===== config.mk =====
export PLATFORM = sky130hd
export DESIGN_NAME = mem_arbiter
export DESIGN_NICKNAME = d
export VERILOG_FILES = /design/src/rtl/rv_mem_pkg.sv /design/src/rtl/mem_arb_pick.sv /design/src/rtl/mem_arbiter.sv
export SDC_FILE = /design/constraint.sdc
export NUM_CORES = 1
export LEC_CHECK = 0
export CAP_MARGIN = 15
export CORE_ASPECT_RATIO = 0.5
export CORE_UTILIZATION = 42
export DETAILED_ROUTE_END_ITERATION = 8
export PLACE_DENSITY = 0.85
export SETUP_SLACK_MARGIN = 0.05
export SLEW_MARGIN = 15
export SYNTH_ARGS = -nofsm -noshare
export SYNTH_HDL_FRONTEND = slang
export SYNTH_HIERARCHICAL = 1
export SYNTH_SLANG_ARGS = --single-unit

===== constraint.sdc =====
create_clock -name clk_btn -period 2.1 [get_ports clk_btn]
set_input_delay 0.315 -clock clk_btn [delete_from_list [all_inputs] [get_ports clk_btn]]
set_output_delay 0.315 -clock clk_btn [all_outputs]
set_load 0.05 [all_outputs]

===== src/rtl/rv_mem_pkg.sv =====
// rv_mem_pkg: shared FSM/owner encodings and default timing constants for the memory arbiter.
package rv_mem_pkg;
    typedef logic [1:0] state_t;
    localparam state_t ST_IDLE  = 2'd0;
    localparam state_t ST_ISSUE = 2'd1;
    localparam state_t ST_WAIT  = 2'd2;
    localparam state_t ST_RESP  = 2'd3;
    localparam logic OWN_IF = 1'b0;
    localparam logic OWN_D  = 1'b1;
    localparam int MEM_LAT_DEF    = 1;
    localparam int STARVE_MAX_DEF = 4;
endpackage


===== src/rtl/mem_arb_pick.sv =====
// mem_arb_pick: data-first priority with a starvation override that forces a pending fetch through.
module mem_arb_pick
    import rv_mem_pkg::*;
#(
    parameter int STARVE_MAX = STARVE_MAX_DEF,
    parameter int CNT_W      = 3
) (
    input  logic             i_if_req,
    input  logic             i_d_req,
    input  logic [CNT_W-1:0] i_starve_cnt,
    output logic             o_grant,
    output logic             o_owner
);
    always_comb begin
        o_grant = i_if_req | i_d_req;
        o_owner = (i_if_req && (!i_d_req || i_starve_cnt == CNT_W'(STARVE_MAX))) ? OWN_IF : OWN_D;
    end
endmodule


===== src/rtl/mem_arbiter.sv =====
// mem_arbiter: serialises instruction fetch and load/store onto one single-port RAM,
// absorbing the RAM read latency and stalling the core until its access completes.
module mem_arbiter
    import rv_mem_pkg::*;
#(
    parameter int ADDR_W     = 32,
    parameter int MEM_LAT    = MEM_LAT_DEF,
    parameter int STARVE_MAX = STARVE_MAX_DEF
) (
    input  logic              clk_btn,
    input  logic              rst_n,
    input  logic              if_req,
    input  logic [ADDR_W-1:0] if_addr,
    output logic [31:0]       if_rdata,
    output logic              if_valid,
    input  logic              d_req,
    input  logic              d_wen,
    input  logic [3:0]        d_be,
    input  logic [ADDR_W-1:0] d_addr,
    input  logic [31:0]       d_wdata,
    output logic [31:0]       d_rdata,
    output logic              d_valid,
    output logic              mem_en,
    output logic              mem_wen,
    output logic [3:0]        mem_be,
    output logic [ADDR_W-1:0] mem_addr,
    output logic [31:0]       mem_wdata,
    input  logic [31:0]       mem_rdata,
    output logic              stall
);
    localparam int CNT_W = $clog2(STARVE_MAX + 1);

    state_t           r_state;
    logic             r_owner;
    logic [CNT_W-1:0] r_starve_cnt;
    logic [1:0]       r_lat_cnt;
    logic             w_grant;
    logic             w_owner;

    mem_arb_pick #(.STARVE_MAX(STARVE_MAX), .CNT_W(CNT_W)) u_pick (
        .i_if_req    (if_req),
        .i_d_req     (d_req),
        .i_starve_cnt(r_starve_cnt),
        .o_grant     (w_grant),
        .o_owner     (w_owner)
    );

    assign mem_en   = r_state == ST_ISSUE;
    assign if_valid = r_state == ST_RESP && r_owner == OWN_IF;
    assign d_valid  = r_state == ST_RESP && r_owner == OWN_D;
    assign stall    = (if_req & ~if_valid) | (d_req & ~d_valid);

    always_ff @(posedge clk_btn or negedge rst_n) begin
        if (!rst_n) begin
            r_state      <= ST_IDLE;
            r_owner      <= OWN_IF;
            r_starve_cnt <= '0;
            r_lat_cnt    <= '0;
            mem_wen      <= 1'b0;
            mem_be       <= '0;
            mem_addr     <= '0;
            mem_wdata    <= '0;
            if_rdata     <= '0;
            d_rdata      <= '0;
        end else begin
            case (r_state)
                ST_IDLE: if (w_grant) begin
                    r_owner  <= w_owner;
                    mem_addr <= w_owner == OWN_D ? d_addr : if_addr;
                    mem_be   <= w_owner == OWN_D ? d_be : 4'hf;
                    mem_wen  <= w_owner == OWN_D && d_wen;
                    if (w_owner == OWN_D) mem_wdata <= d_wdata;
                    // Counts data grants that overtook a waiting fetch; saturates at the override point.
                    r_starve_cnt <= (w_owner == OWN_D && if_req)
                        ? (r_starve_cnt == CNT_W'(STARVE_MAX) ? r_starve_cnt : r_starve_cnt + CNT_W'(1))
                        : '0;
                    r_state  <= ST_ISSUE;
                end
                ST_ISSUE: begin
                    r_lat_cnt <= 2'(MEM_LAT);
                    r_state   <= ST_WAIT;
                end
                ST_WAIT: begin
                    r_lat_cnt <= r_lat_cnt - 2'd1;
                    if (r_lat_cnt == 2'd1) begin
                        if (r_owner == OWN_IF) if_rdata <= mem_rdata;
                        else if (!mem_wen) d_rdata <= mem_rdata;
                        r_state <= ST_RESP;
                    end
                end
                ST_RESP: r_state <= ST_IDLE;
            endcase
        end
    end
endmodule


# Yosys cells after proc, flatten, opt, wreduce, memory -nomap -nowiden
# Index checks and enable logic that the tools add are counted.
word_totals:
  latchBits: 0
  mem_bits_ro: 0
  output_inout_bits: 137
  memories: 0
  register_bits: 141
  wordCells: 53
  inputBits: 137
  ram_bits: 0
classes:
  bitwise_logic: 9
  div_mod_pow: 0
  magnitude_cmp: 0
  n_eq_ne: 8
  n_addsub: 2
  reduce_logical: 15
  multipliers: 0
  shift: 0
  n_mux: 9
op_table:
  columns: ["cell", "n"]
  rows:
  - ["$mux W32", 1]
  - ["$reduce_and A3 Y1", 3]
  - ["$pmux W2 S4", 1]
  - ["$mux W3", 2]
  - ["$logic_and A1 B1 Y1", 5]
  - ["$not A1 Y1", 5]
  - ["$eq A2 B1 Y1 const B", 2]
  - ["$eq A2 B2 Y1 const B", 2]
  - ["$mux W2", 2]
  - ["$mux W4", 1]
  - ["$ne A2 B2 Y1 const B", 2]
  - ["$pmux W2 S2", 1]
  - ["$reduce_and A2 Y1", 2]
  - ["$reduce_and A4 Y1", 1]
  - ["$add A3 B1 Y3 const B", 1]
  - ["$eq A3 B3 Y1 const B", 1]
  - ["$and A1 B1 Y1", 2]
  - ["$logic_not A2 Y1", 1]
  - ["$ne A2 B1 Y1 const B", 1]
  - ["$or A1 B1 Y1", 2]
  - ["$reduce_bool A2 Y1", 1]
  - ["$sub A2 B1 Y2 const B", 1]
  - ["$logic_not A1 Y1", 1]
  - ["$logic_or A1 B1 Y1", 1]
  - ["$mux W1", 1]

# Depth between registers and ports, before layout
# Gate-level depths: netlist of the first run.
depth:
  word_depth: 7
  depth_mapped: 7

# Cells and area by module
# The synthesis of the first run kept the hierarchy.
modules_own_cells:
  columns: ["module", "area_per_inst_um2", "cells_per_inst", "instances", "seq_area_each_um2"]
  rows:
  - ["mem_arbiter", 5884.4, 406, 1, 3528.4]
  - ["mem_arb_pick", 27.5, 4, 1, 0.0]

# Worst setup path before layout of the first run
# OpenSTA, ideal clock, no wires.
synth_path:
  path_type: "reg-to-output"
  from: "register r_state[0]"
  to: "output port stall"
  slack_ns: 0.413
  path_stages_with_launch: 3
  t_required_ns: 1.785
  arrival_time_ns: 1.372
  path_cell_list: "dfrtp_1 -> ha_1 -> a21oi_1"
synth_via:
  elab_chain_cells: 5
  elab_cells_between_ends: 8
synth_rtl:
  columns: ["element", "line_no", "text"]
  rows:
  - ["from (decl)", "mem_arbiter.sv:33", "state_t r_state;"]
  - ["from (signal assigned)", "mem_arbiter.sv:55", "r_state <= ST_IDLE;"]
  - ["from (signal assigned)", "mem_arbiter.sv:77", "r_state <= ST_ISSUE;"]
  - ["from (signal assigned)", "mem_arbiter.sv:81", "r_state <= ST_WAIT;"]
  - ["$eq A2 B2 Y1 *", "mem_arbiter.sv:49, mem_arbiter.sv:50", null]
  - ["$logic_and A1 B1 Y1 (on tied branches)", "mem_arbiter.sv:49, mem_arbiter.sv:50", null]
  - ["$not A1 Y1", "mem_arbiter.sv:51", "assign stall = (if_req & ~if_valid) | (d_req & ~d_valid);"]
  - ["$and A1 B1 Y1", "mem_arbiter.sv:51", null]
  - ["$or A1 B1 Y1 *", "mem_arbiter.sv:51", null]
  - ["to (decl)", "mem_arbiter.sv:29", "output logic stall"]
# Every way passes the cells marked *; elsewhere a longest branch is shown, timed or not.

# Final worst setup path of the first run
layout_path:
  from: "register mem_wen"
  to: "output port mem_wen"
layout_lines:
  columns: ["element", "line_no", "text"]
  rows:
  - ["from (decl)", "mem_arbiter.sv:24", "output logic mem_wen,"]
  - ["from (signal assigned)", "mem_arbiter.sv:71", "mem_wen <= w_owner == OWN_D && d_wen;"]
# No word-level cell between the ends.

==> run summary, run 1 <==
Status = completed
Tcrit/Tclk final = 0.9197
Synthesis Warnings = 6
Vias in the first global route = 4,586
Buf+Inv Stages, Crit Path = 1
Area growth, synth to finish = 60.19%
Clock transition at path regs = 0.06 ns
Worst-Margin Slew = 0.6150 ns
Post-synthesis sequential area ratio = 0.5968
CP endpoint kind = output pin
Number of remaining DRC errors = 0
Io pins = 274
Setup violators final = 0
Setup TNS = 0 ns
Post-synth ARST share = 1.000
Top layer in use = met4
Power density cells = 1984 nW/um2
CP delay by family, top = buffers and inverters
Hold WC Path Type = in -> async
Post-route cell area = 9470 um2
Root buffer selected by CTS = clkbuf_16
Routed wire per std cell = 16.07 um
Maximum count of clock buffers along a single path = 2
Final hold violation count = 0
Critical path depth = 1
Post-DP HPWL = 10.30 mm
Die Y = 85.90 um
CTS buffer count = 17
GRT Util Overall = 0.2030
Core Rows = 30
Peak supply drop = 0.8080 mV
Yosys top cell area share = 0.5968
DR pass1 iterations = 4
Max-Cap Viols = 0
P_leak = 0.004246 uW
Min cycle time layout = 1.931 ns
Crit path cell chain = clkdlybuf4s50_1
Yosys top cell by area = dfrtp_1
Slew Limit Headroom = 0.5894
Placer Congestion = 0.7617
WL met1 = 5.523 mm
Cells after Synth = 410
Initial Utilization = 0.4339
Clock Sinks = 141
Setup crit start kind = flip-flop
Area contributors post-synth = dfrtp_1 (60%), mux2_2 (14%), mux2_4 (6.3%)
Ant diodes = 0
Via/cell ratio = 4.728
Grt ovf = 0
Ratio of cells with drive above 1 in the final layout = 0.2123
Top FF cell, synth = dfrtp_1
Worst reg2reg path depth = 4
Mapped Area = 5912 um2
WL met3 = 746 um
Synthesized net count = 554
Vias after detailed routing = 4,227
Synth unique cells = 33
Drt initial violations = 130
Die Wd = 169.8 um
First-pass GRT wire length = 22.81 mm
# nets final = 833
Setup CP Type = reg -> out
WP data arrival = 1.62 ns
Detail Route met2 WL = 7.788 mm
WL final = 14.37 mm
Register bit total from synthesis = 141
CP peak stage delay = 0.84 ns
Final ANT Viol Nets = 0
Largest net degree at the start of global routing = 80
Port Buf Inserts = 273
Setup Buffers After CTS = 0
Core Box Area = 13,630 um2
Initial antenna violation count = 0
Post-synth EDFFs = 0
Placed Area = 8822 um2
CP Data Required Time = 1.78 ns
Max Freq = 517.8 MHz
CTS tree = built
CP Max Fanout = 3
Final Skew = 0.009444 ns
Htree depth = 4
RSZ-0062 raised after global routing = no
Die area = 14,580 um2
Clk_lat worst skew = 0.41 ns
Slew Limit Fails = 0
Syn avg cell area = 14.42 um2
Slowest CP cell = clkdlybuf4s50_1
-- per-stage QoR --
| step | util | std cells | setup WS, ns | hold WS (ns) | total power, uW |
|---|---|---|---|---|---|
| after floorplan | - | 410 | 0.4127 | 0.01941 | 12110 |
| after global placement | 0.6475 | 861 | 0.1058 | 0.09940 | 15400 |
| after detailed placement | 0.6475 | 861 | 0.05903 | 0.09985 | 15640 |
| after CTS | 0.6949 | 894 | 0.07582 | 0.2474 | 18940 |
| after global routing | 0.6950 | 894 | 0.05001 | 0.2424 | 19600 |
| final | 0.6950 | 894 | 0.1687 | 0.2587 | 18790 |
-- where the power goes --
group,internal (uW),switching [uW]
clock,2020,1210
combinational,4050,6650
sequential,4100,760
-- repair_timing --
action,CTS,global route
hold buffers,1,0
endpoints found under the setup margin,0,32
resized for setup,0,1
hold endpoints to repair,141,0
-- registers in the layout, summed over array words and instances, names as in the netlist --
signal and cells:
d_rdata 32, if_rdata 32, mem_addr 32, mem_wdata 32, mem_be 4, r_starve_cnt 3
r_lat_cnt 2, r_state 2, mem_wen 1, r_owner 1
-- synth_stat cells (3+ instances only) --
master and n:
a21oi_1 3, buf_12 3, buf_2 4, buf_4 6, buf_6 4, clkbuf_1 4, dfrtp_1 141, ha_1 7
inv_1 8, mux2_2 72, mux2_4 25, mux2i_1 33, nand2_1 40, nand3_1 4, o21ai_0 34, o22a_1 5
-- path summary, 6_finish.rpt --
check,startpoint,endpoint,slack [ns]
max,mem_wen,mem_wen,0.17
min,rst_n,mem_addr[28],0.26
max reg2reg,r_state[0],d_rdata[29],0.17
min reg2reg,mem_addr[6],mem_addr[6],0.47
max in group asynchronous,rst_n,if_rdata[31],1.25
min in group clk_btn,d_wen,mem_wen,0.46
-- layout make-up --
class | count | area (um2)
Clock inverter | 14 | 206.4
Tap cell | 192 | 240.2
Fill cell | 956 | 4155
Clock buffer | 18 | 429.2
Timing Repair Buffer | 282 | 2856
Inverter | 8 | 30.03
Multi-Input combinational cell | 239 | 2180
Sequential cell | 141 | 3528
-- per-layer routing --
layer,GRT usage,vias up
met5,0,-
met1,0.2236,2073
met2,0.3808,133
met4,0.07944,0
li1,-,1996
met3,0.04892,25
-- kinds of logic (layout without fill, tap and decap cells) --
family / after synthesis / after routing / share of synthesized area
AOI/OAI and AO/OA: 48 / 48 / 0.04614
adders and majority gates: 7 / 7 / 0.01481
buffers and inverters: 30 / 322 / 0.03725
DFF: 141 / 141 / 0.5968
muxes: 130 / 130 / 0.2565
and+or+nand+nor: 54 / 54 / 0.04847
-- cell usage in the layout (no fill, tap or decap), types with 3 or more instances in the layout --
master,count
buf_12,5
inv_1,8
o21ai_0,34
nand3_1,4
dfrtp_1,141
a21oi_1,3
inv_6,5
clkdlybuf4s50_1,268
mux2i_1,33
o22a_1,5
buf_4,7
mux2_4,25
nand2_1,39
bufinv_16,4
mux2_2,72
clkinv_4,4
clkbuf_16,17
ha_1,6
Note: power is estimated with default switching activity, not from simulation.
==> run 2: changes to the inputs <==
==> constraint.sdc (replaced) <==
create_clock -name clk_btn -period 2.1 [get_ports clk_btn]
set_input_delay 0.315 -clock clk_btn [delete_from_list [all_inputs] [get_ports clk_btn]]
set_output_delay 0.315 -clock clk_btn [all_outputs]
set_load 0.02 [all_outputs]
==> run 2 against run 1 <==
Compared with the run above: die area stayed put; wire length is 4.0% higher; sequential share of layout area is 0.089 points higher.
==> run summary, run 2 (synthesis results as in run 1) <==
WP data arrival = 1.65 ns
Max Freq = 508.9 MHz
Design Power = 15,560 uW
Clk_lat worst skew = 0.40 ns
Status = completed
Clock Sinks = 141
Setup crit start kind = flip-flop
R2R Path Start = r_state[0]
Ant diodes = 0
Root buffer selected by CTS = clkbuf_16
Port Buf Inserts = 273
Tcrit/Tclk final = 0.9357
Most common cell after layout, fill and taps aside = clkdlybuf4s50_1
Area growth, synth to finish = 59.81%
Die area = 14,580 um2
Worst reg2reg path depth = 4
Critical path endpoint = stall
P_leak = 0.004260 uW
Peak supply drop = 0.7158 mV
Io pins = 274
CTS tree = built
Worst-Margin Slew = 0.5067 ns
Die Y = 85.90 um
Largest net degree at the start of global routing = 79
Grt ovf = 0
WL final = 14.95 mm
Number of remaining DRC errors = 0
Max-Cap Viols = 0
CTS buffer count = 17
RSZ-0062 raised after global routing = yes
CP Max Fanout = 7
Hold WC Path Type = in -> async
Final hold violation count = 0
Final Util = 0.6934
Final Skew = 0.01155 ns
CP Data Required Time = 1.78 ns
Hold Worst Slack = 0.2845 ns
Placed Instances = 863
Multi-input logic area = 2201 um2
Most frequent cells in the layout = clkdlybuf4s50_1 (268), dfrtp_1 (141), mux2_2 (72)
Drt initial violations = 150
Initial antenna violation count = 0
Maximum count of clock buffers along a single path = 2
Routed wire per std cell = 16.67 um
Power density cells = 1647 nW/um2
CP peak stage delay = 0.62 ns
Final ANT Viol Nets = 0
Via/cell ratio = 4.784
Placer Congestion = 0.7443
Worst setup path start = r_owner
Core Box Area = 13,630 um2
Post-DP HPWL = 10.60 mm
Clock transition at path regs = 0.06 ns
Slowest CP cell = dfrtp_1
Htree depth = 4
Min cycle time layout = 1.965 ns
Slew Limit Headroom = 0.6622
Reg area = 3528 um2
CP endpoint kind = output pin
Slew Limit Fails = 0
GRT Util Overall = 0.2101
Die Wd = 169.8 um
Initial Utilization = 0.4339
Non-filler cells, final = 897
# fillers = 960
DR pass1 iterations = 4
First-pass GRT wire length = 23.87 mm
Setup CP Type = reg -> out
Setup violators final = 0
Core Rows = 30
Reg2reg end = if_rdata[28]
Crit path cell chain = mux2i_1 > a21oi_1 > dlygate4sd2_1
Ratio of cells with drive above 1 in the final layout = 0.2099
Setup TNS = 0 ns
Setup Buffers After CTS = 0
# nets final = 836
Vias after detailed routing = 4,291
Reg-to-reg slack, setup = 0.18 ns
Vias in the first global route = 4,727
==> run 2: cell types whose count changed in the layout (fill, tap and decap cells not counted), moves of 2 or more <==
cell,delta
bufinv_16,-3
dlygate4sd2_1,+3
clkinv_4,-2
clkinvlp_4,+2
==> run 2: power by group <==
part           internal [uW]  total (uW)  switching (uW)
logic                   4090        7740            3640
registers               4100        4900             794
clock network           1670        2920            1250
total                   9870       15600            5690
==> run 2: what timing repair did <==
item                                   4_1_cts  5_1_grt
setup endpoints to repair                    3       33
pin swaps                                    0        0
hold buffers                                 1        0
endpoints found under the hold margin      141        0
gates resized for setup                      3        2
gates cloned                                 0        1
==> run 2: worst min-delay path by stage <==
stage	from	end	slack [ns]	cells past startpoint
final	rst_n	mem_addr[28]	0.28	2
after floorplan	rst_n	d_rdata[0]	0.02	0
after global routing	rst_n	mem_addr[28]	0.28	2
after global placement	rst_n	mem_addr[28]	0.1	1
after CTS	rst_n	mem_addr[28]	0.27	2
after detailed placement	rst_n	mem_addr[28]	0.10	1
==> run 2: worst max-delay path: cells and delay by family (launching register included) <==
family                 cells  cell delay (ns)
DFF                        1             0.62
buffers and inverters      1             0.32
muxes                      1             0.24
AOI/OAI and AO/OA          1             0.08
==> run 2: area by class of cell <==
| type | count | area share |
|---|---|---|
| flip-flops and latches | 141 | 0.3735 |
| repair buffers | 284 | 0.3035 |
| multi-input cells | 240 | 0.2329 |
| clock buffers | 17 | 0.04503 |
| well taps | 192 | 0.02543 |
| clock inverters | 15 | 0.01642 |
| inverters | 8 | 0.003178 |
==> run 2: per-stage QoR <==
step / setup WS, ns / instance area (um2)
finish: 0.1350 / 9448
global route: 0.01279 / 9448
CTS: 0.07990 / 9422
detailed placement: 0.05571 / 8835
global placement: 0.09424 / 8835
floorplan: 0.4991 / 5912
==> run 2: layer usage <==
| metal | GRT usage | wire [um] |
|---|---|---|
| met5 | 0 | 0 |
| met4 | 0.07207 | 269 |
| met3 | 0.04338 | 703 |
| met2 | 0.3968 | 8014 |
| met1 | 0.2377 | 5962 |
